### src/rtl/strela_stream_pkg.sv
// Shared types and widths for the strided memory-to-stream reader.
package strela_stream_pkg;

    localparam int WORD_W   = 32;
    localparam int ADDR_W   = 32;
    localparam int LEN_W    = 16;
    localparam int STRIDE_W = 16;

    typedef enum logic [1:0] {
        ST_IDLE,
        ST_RUN,
        ST_DRAIN,
        ST_FLUSH
    } stream_state_e;

endpackage

### src/rtl/stream_word_fifo.sv
// Small first-word-fall-through FIFO buffering memory responses for the stream output.
module stream_word_fifo
    import strela_stream_pkg::*;
#(
    parameter int DEPTH = 4,
    parameter int CNT_W = $clog2(DEPTH) + 1
) (
    input  logic              clk_i,
    input  logic              rst_ni,
    input  logic              flush_i,
    input  logic              push_i,
    input  logic [WORD_W-1:0] wdata_i,
    input  logic              pop_i,
    output logic [WORD_W-1:0] rdata_o,
    output logic              empty_o,
    output logic [CNT_W-1:0]  count_o
);

    localparam int PTR_W = $clog2(DEPTH);

    logic [WORD_W-1:0] mem [DEPTH];
    logic [PTR_W-1:0]  wr_ptr;
    logic [PTR_W-1:0]  rd_ptr;
    logic [CNT_W-1:0]  count;
    logic              do_push;
    logic              do_pop;

    assign do_pop  = pop_i && (count != '0);
    // A push at full is only safe when the head leaves in the same cycle.
    assign do_push = push_i && ((count != CNT_W'(DEPTH)) || do_pop);

    always_ff @(posedge clk_i) begin
        if (do_push && !flush_i) begin
            mem[wr_ptr] <= wdata_i;
        end
    end

    always_ff @(posedge clk_i or negedge rst_ni) begin
        if (!rst_ni) begin
            wr_ptr <= '0;
            rd_ptr <= '0;
            count  <= '0;
        end else if (flush_i) begin
            wr_ptr <= '0;
            rd_ptr <= '0;
            count  <= '0;
        end else begin
            if (do_push) begin
                wr_ptr <= wr_ptr + PTR_W'(1);
            end
            if (do_pop) begin
                rd_ptr <= rd_ptr + PTR_W'(1);
            end
            count <= count + CNT_W'(do_push) - CNT_W'(do_pop);
        end
    end

    assign empty_o = (count == '0);
    assign rdata_o = empty_o ? '0 : mem[rd_ptr];
    assign count_o = count;

endmodule

### src/rtl/input_stream_reader.sv
// Strided memory reader: issues credit-limited read requests and streams the
// returned words, in order, to a CGRA input node.
module input_stream_reader
    import strela_stream_pkg::*;
#(
    parameter int FIFO_DEPTH = 4
) (
    input  logic                clk_i,
    input  logic                rst_ni,
    input  logic                start_i,
    input  logic                clear_i,
    input  logic [ADDR_W-1:0]   addr_i,
    input  logic [LEN_W-1:0]    size_i,
    input  logic [STRIDE_W-1:0] stride_i,
    output logic                mem_req_o,
    output logic [ADDR_W-1:0]   mem_addr_o,
    input  logic                mem_gnt_i,
    input  logic                mem_rvalid_i,
    input  logic [WORD_W-1:0]   mem_rdata_i,
    output logic [WORD_W-1:0]   data_o,
    output logic                valid_o,
    input  logic                ready_i,
    output logic                busy_o,
    output logic                done_o
);

    localparam int CNT_W = $clog2(FIFO_DEPTH) + 1;
    localparam int SUM_W = CNT_W + 1;

    stream_state_e        state;
    logic [ADDR_W-1:0]    addr_reg;
    logic [STRIDE_W-1:0]  stride_reg;
    logic [LEN_W-1:0]     words_left;
    logic [CNT_W-1:0]     outstanding;
    logic                 req_reg;
    logic                 done_reg;

    logic [CNT_W-1:0]     fifo_count;
    logic                 fifo_empty;
    logic                 active;
    logic                 grant;
    logic                 push;
    logic                 pop;
    logic                 flush;
    logic [CNT_W-1:0]     outstanding_next;
    logic [CNT_W-1:0]     fifo_count_next;
    logic [LEN_W-1:0]     words_left_next;
    logic [SUM_W-1:0]     credit_next;
    logic                 req_next_run;

    // The request is registered, so the credit test looks at next-cycle
    // occupancy: in-flight reads plus buffered words never exceed the FIFO.
    always_comb begin
        active           = (state == ST_RUN) || (state == ST_DRAIN);
        grant            = req_reg && mem_gnt_i;
        flush            = active && clear_i;
        push             = active && !clear_i && mem_rvalid_i;
        pop              = !fifo_empty && ready_i;
        outstanding_next = outstanding + CNT_W'(grant)
                         - CNT_W'(mem_rvalid_i && (outstanding != '0));
        fifo_count_next  = flush ? '0 : (fifo_count + CNT_W'(push) - CNT_W'(pop));
        words_left_next  = words_left - LEN_W'(grant);
        credit_next      = SUM_W'(outstanding_next) + SUM_W'(fifo_count_next);
        req_next_run     = (words_left_next != '0) && (credit_next < SUM_W'(FIFO_DEPTH));
    end

    always_ff @(posedge clk_i or negedge rst_ni) begin
        if (!rst_ni) begin
            state       <= ST_IDLE;
            addr_reg    <= '0;
            stride_reg  <= '0;
            words_left  <= '0;
            outstanding <= '0;
            req_reg     <= 1'b0;
            done_reg    <= 1'b0;
        end else begin
            done_reg    <= 1'b0;
            outstanding <= outstanding_next;
            case (state)
                ST_IDLE: begin
                    if (start_i && !clear_i) begin
                        addr_reg   <= addr_i;
                        stride_reg <= stride_i;
                        words_left <= size_i;
                        if (size_i == '0) begin
                            done_reg <= 1'b1;
                        end else begin
                            state   <= ST_RUN;
                            req_reg <= 1'b1;
                        end
                    end
                end
                ST_RUN: begin
                    if (clear_i) begin
                        state   <= ST_FLUSH;
                        req_reg <= 1'b0;
                    end else begin
                        words_left <= words_left_next;
                        req_reg    <= req_next_run;
                        if (grant) begin
                            addr_reg <= addr_reg + ADDR_W'(stride_reg);
                        end
                        if (grant && (words_left_next == '0)) begin
                            state <= ST_DRAIN;
                        end
                    end
                end
                ST_DRAIN: begin
                    if (clear_i) begin
                        state <= ST_FLUSH;
                    end else if ((outstanding == '0) && fifo_empty) begin
                        state    <= ST_IDLE;
                        done_reg <= 1'b1;
                    end
                end
                ST_FLUSH: begin
                    // Responses still in flight are absorbed here and dropped.
                    if (outstanding == '0) begin
                        state <= ST_IDLE;
                    end
                end
                default: state <= ST_IDLE;
            endcase
        end
    end

    stream_word_fifo #(
        .DEPTH (FIFO_DEPTH),
        .CNT_W (CNT_W)
    ) u_fifo (
        .clk_i   (clk_i),
        .rst_ni  (rst_ni),
        .flush_i (flush),
        .push_i  (push),
        .wdata_i (mem_rdata_i),
        .pop_i   (pop),
        .rdata_o (data_o),
        .empty_o (fifo_empty),
        .count_o (fifo_count)
    );

    assign mem_req_o  = req_reg;
    assign mem_addr_o = addr_reg;
    assign valid_o    = !fifo_empty;
    assign busy_o     = (state != ST_IDLE);
    assign done_o     = done_reg;

endmodule
### config.mk
export PLATFORM = sky130hd
export DESIGN_NAME = input_stream_reader
export DESIGN_NICKNAME = d
export VERILOG_FILES = /design/src/rtl/strela_stream_pkg.sv /design/src/rtl/stream_word_fifo.sv /design/src/rtl/input_stream_reader.sv
export SDC_FILE = /design/constraint.sdc
export NUM_CORES = 1
export LEC_CHECK = 0
export BUFFER_PORTS_ARGS = -buffer_cell sky130_fd_sc_hd__buf_4
export CORE_ASPECT_RATIO = 1.5
export CORE_UTILIZATION = 33
export CTS_BUF_LIST = sky130_fd_sc_hd__clkbuf_16
export CTS_CLUSTER_SIZE = 30
export DETAILED_ROUTE_END_ITERATION = 12
export PLACE_DENSITY = 0.58
export SLEW_MARGIN = 20
export SYNTH_ARGS = -nofsm -noshare
export SYNTH_HDL_FRONTEND = slang
export SYNTH_SLANG_ARGS = --single-unit
### constraint.sdc
create_clock -name clk_i -period 4.13 [get_ports clk_i]
set_input_delay 0.6195 -clock clk_i [delete_from_list [all_inputs] [get_ports clk_i]]
set_output_delay 0.6195 -clock clk_i [all_outputs]
set_load 0.03 [all_outputs]
==> key figures <==
Route
  • Post-route ant nets: 0
  • Drt drc: 0
  • Post-Route WL: around 25000 µm
  • Met2 wire len: 13000 µm
  • Routed wl met3: about 2000 µm
  • Wire length per cell: roughly 18 µm
  • Starting DRC count in detailed routing: between 200 and 300
  • Via count: 6946
  • TritonRoute pass-1 iters: 4
  • Met1 wire length: around 9300 µm
  • Routed vias/inst: slightly above 5
  • Top sig layer: met5

Worst setup path
  • Crit path kind: reg -> reg
  • CP startpoint kind: register
  • Crit path required time: about 4.6 ns
  • Worst Setup End Kind: register
  • Worst path arrival time: between 3 and 4 ns
  • Max Fanout on Critical Path: 4

Placed design
  • Placed cell area: 11800 µm²
  • Hpwl dp: roughly 17000 µm
  • Port Buffers: 170
  • Gpl congestion: 0.846

Layout
  • Seq. cell area: 5800 µm²
  • Design area: ~13000 µm²
  • Area growth, synth to finish: 25.0%
  • Largest register by flop count: u_fifo.mem
  • ANT cells: 0
  • # fillers: around 2900
  • Nets: 1100
  • Layout cells sized above 1: 0.289
  • Multi-input logic area: roughly 4000 µm²
  • Max FFs per register: 128
  • Layout Utilization: 0.422

Clocking
  • Post-cts hold buffer count: 0
  • CTS tree: done
  • H-tree depth: 1
  • Clock sinks: 206
  • Root buf cell: clkbuf_16
  • PostCTS Resize Cnt: 0
  • Clock Latency Late Sink: roughly 0.52 ns
  • Num CTS Buffers: 22
  • Post-CTS Setup Bufs: 0
  • CTS max path bufs: 3
  • Worst-path clk slew: roughly 0.06 ns

Pwr
  • Psw: roughly 0.004 W
  • P_int: roughly 0.006 W
  • Total power: between 0.009 and 0.01 W
  • Reg power frac: 0.319
  • Clock power frac: 0.205
  • LEAKAGE: roughly 4.9 nW
  • Peak supply drop: approximately 0.43 mV
  • Comb power frac: 0.476
  • Sw Share: 0.405
  • Power Dens Cells: between 700 and 800 nW/µm²

Logic synthesis
  • Avg Inst Size Synth: 12.7 µm²
  • Number of synthesis warnings: 0
  • Post-synthesis cell type count: 60
  • Synth async-reset ratio: 0.379
  • Syn Inst Count: between 700 and 800
  • Seq cells post-synth: 206
  • Sequential cell area fraction in the yosys report: 0.578
  • Post-Synthesis Cell Area: about 10000 µm²
  • Net Count, Synth: just over 900
  • EDFF count, synth: 128
  • Most common flop cell mapped by yosys: edfxtp_1

Floorplanning
  • Initial Util: 0.338
  • Die Span Y: 215 µm
  • I/O Pins: about 170
  • Die width: 144 µm
  • Core area: between 20000 and 30000 µm²
  • Rows: 77
  • Die ar.: around 31000 µm²

STA
  • Fin Hold WS: about 0.16 ns
  • Tcrit/Tclk final: 0.773
  • Fin. max-slew vios: 0
  • Final setup viols: 0
  • Final Hold Viols: 0
  • Fin crit period: ~3.2 ns
  • Max transition margin: 0.389
  • Fmax: 0.313 GHz
  • Worst Skew: about 0.017 ns
  • Least-Margin Pin Slew: roughly 0.92 ns
  • Setup_tns: 0 ns
  • RSZ-0062 raised after global routing: false

GRT
  • GR Util All Layers: 0.162
  • Vias in the first global route: 7223
  • Remaining Overflow, GRT: 0
  • Global-route wire length before repair: between 30000 and 40000 µm
  • Initial antenna violation count: 2
  • Largest net degree at the start of global routing: slightly above 50

Run status
  • Outcome: complete, no violations

Min path
  • Min-Delay Path Class: in -> async

Job
  • Max-cap violations: 0
[power by group through the flow]
stage | Clock, W | Sequential, W | Combinational [W]
2_1_floorplan | 0 | 0.00327 | 0.00313
3_3_place_gp | 0 | 0.00317 | 0.00470
3_5_place_dp | 0 | 0.00319 | 0.00474
4_1_cts | 0.00208 | 0.00315 | 0.00476
5_1_grt | 0.00215 | 0.00322 | 0.00517
6_report | 0.00202 | 0.00315 | 0.00469
[path summary, 6_finish.rpt]
check,start,slack (ns),cells after the start,to
worst max-delay path,u_fifo.count_o[1],0.94,14,mem_req_o
worst min-delay path,rst_ni,0.16,1,words_left[4]
worst max register to register,u_fifo.count_o[1],0.94,14,mem_req_o
worst min register to register,stride_reg[5],0.52,1,stride_reg[5]
max in group asynchronous,rst_ni,3.09,2,stride_reg[10]
min in group clk_i,mem_rdata_i[16],0.30,1,u_fifo.mem[2][16]
[cells in the mapped netlist, drive strengths merged (12+ instances only)]
master,number,share of area
clkbuf,34,0.013
inv,26,0.0097
xnor2,16,0.014
mux2i,22,0.022
nand2,54,0.020
and2,40,0.025
edfxtp,128,0.38
o21ai,41,0.020
mux2,16,0.018
ha,33,0.041
dfrtp,78,0.19
mux4,32,0.072
nand4,12,0.0075
nand3,13,0.0065
nor2,43,0.017
a21oi,55,0.027
o22ai,21,0.013
[worst max-delay path: stages (launching register included)]
cell and delay [ns]:
dfrtp_1 0.41, or3_1 0.40, and2_1 0.21, ha_1 0.28, inv_1 0.05, ha_1 0.18
fa_1 0.38, xnor2_1 0.16, nor2_1 0.06, ha_1 0.28, nor4_1 0.24, nand2_1 0.10
o21ai_1 0.16, o21ai_1 0.09, a21oi_1 0.14
[layout by cell type (no fill, tap or decap), types with 6 or more instances in the layout]
cell type and n:
nand3_1 13, edfxtp_1 128, and3_1 6, xnor2_1 16, a31oi_1 7, a21oi_1 54
a21o_1 8, xor2_1 7, inv_1 32, clkbuf_16 23, ha_1 32, nand4_1 12
o22ai_1 21, mux4_2 32, o21ai_0 38, nand2_1 54, nor4_1 9, nor3_1 11
buf_4 186, and2_1 35, mux2_2 16, nor2b_1 9, nor2_1 42, dfrtp_1 77
mux2i_1 22
[metal layers]
layer,track usage,vias to the layer above
met5,0,-
met4,0.0530,4
met3,0.0517,38
met2,0.299,183
met1,0.170,3427
li1,-,3294
[cells by family (layout without fill, tap and decap cells)]
kind of cell,after synthesis,count (layout),share of synthesized area
AOI/OAI and AO/OA,167,167,0.0995
xor gates and xnor gates,24,24,0.0217
adders and majority gates,37,37,0.0492
buffers and inverters,68,251,0.0256
DFF,206,206,0.578
muxes,70,70,0.112
and+or+nand+nor,219,219,0.114
[final cells by class]
cell class / count / area share
Sequential cell: 206 / 0.463
Multi-Input combinational cell: 517 / 0.318
Timing Repair Buffer: 187 / 0.113
Clock buffer: 23 / 0.0459
Tap cell: 395 / 0.0394
Clock inverter: 15 / 0.0127
Inverter: 26 / 0.00779
[through the flow]
stage                     instances  setup WS, ns
after floorplan                 791         0.988
after global placement         1331         0.856
after detailed placement       1331         0.746
after CTS                      1369         0.929
after global routing           1369         0.647
final                          1369         0.938
No activity file was read; power rests on OpenSTA's default activity.
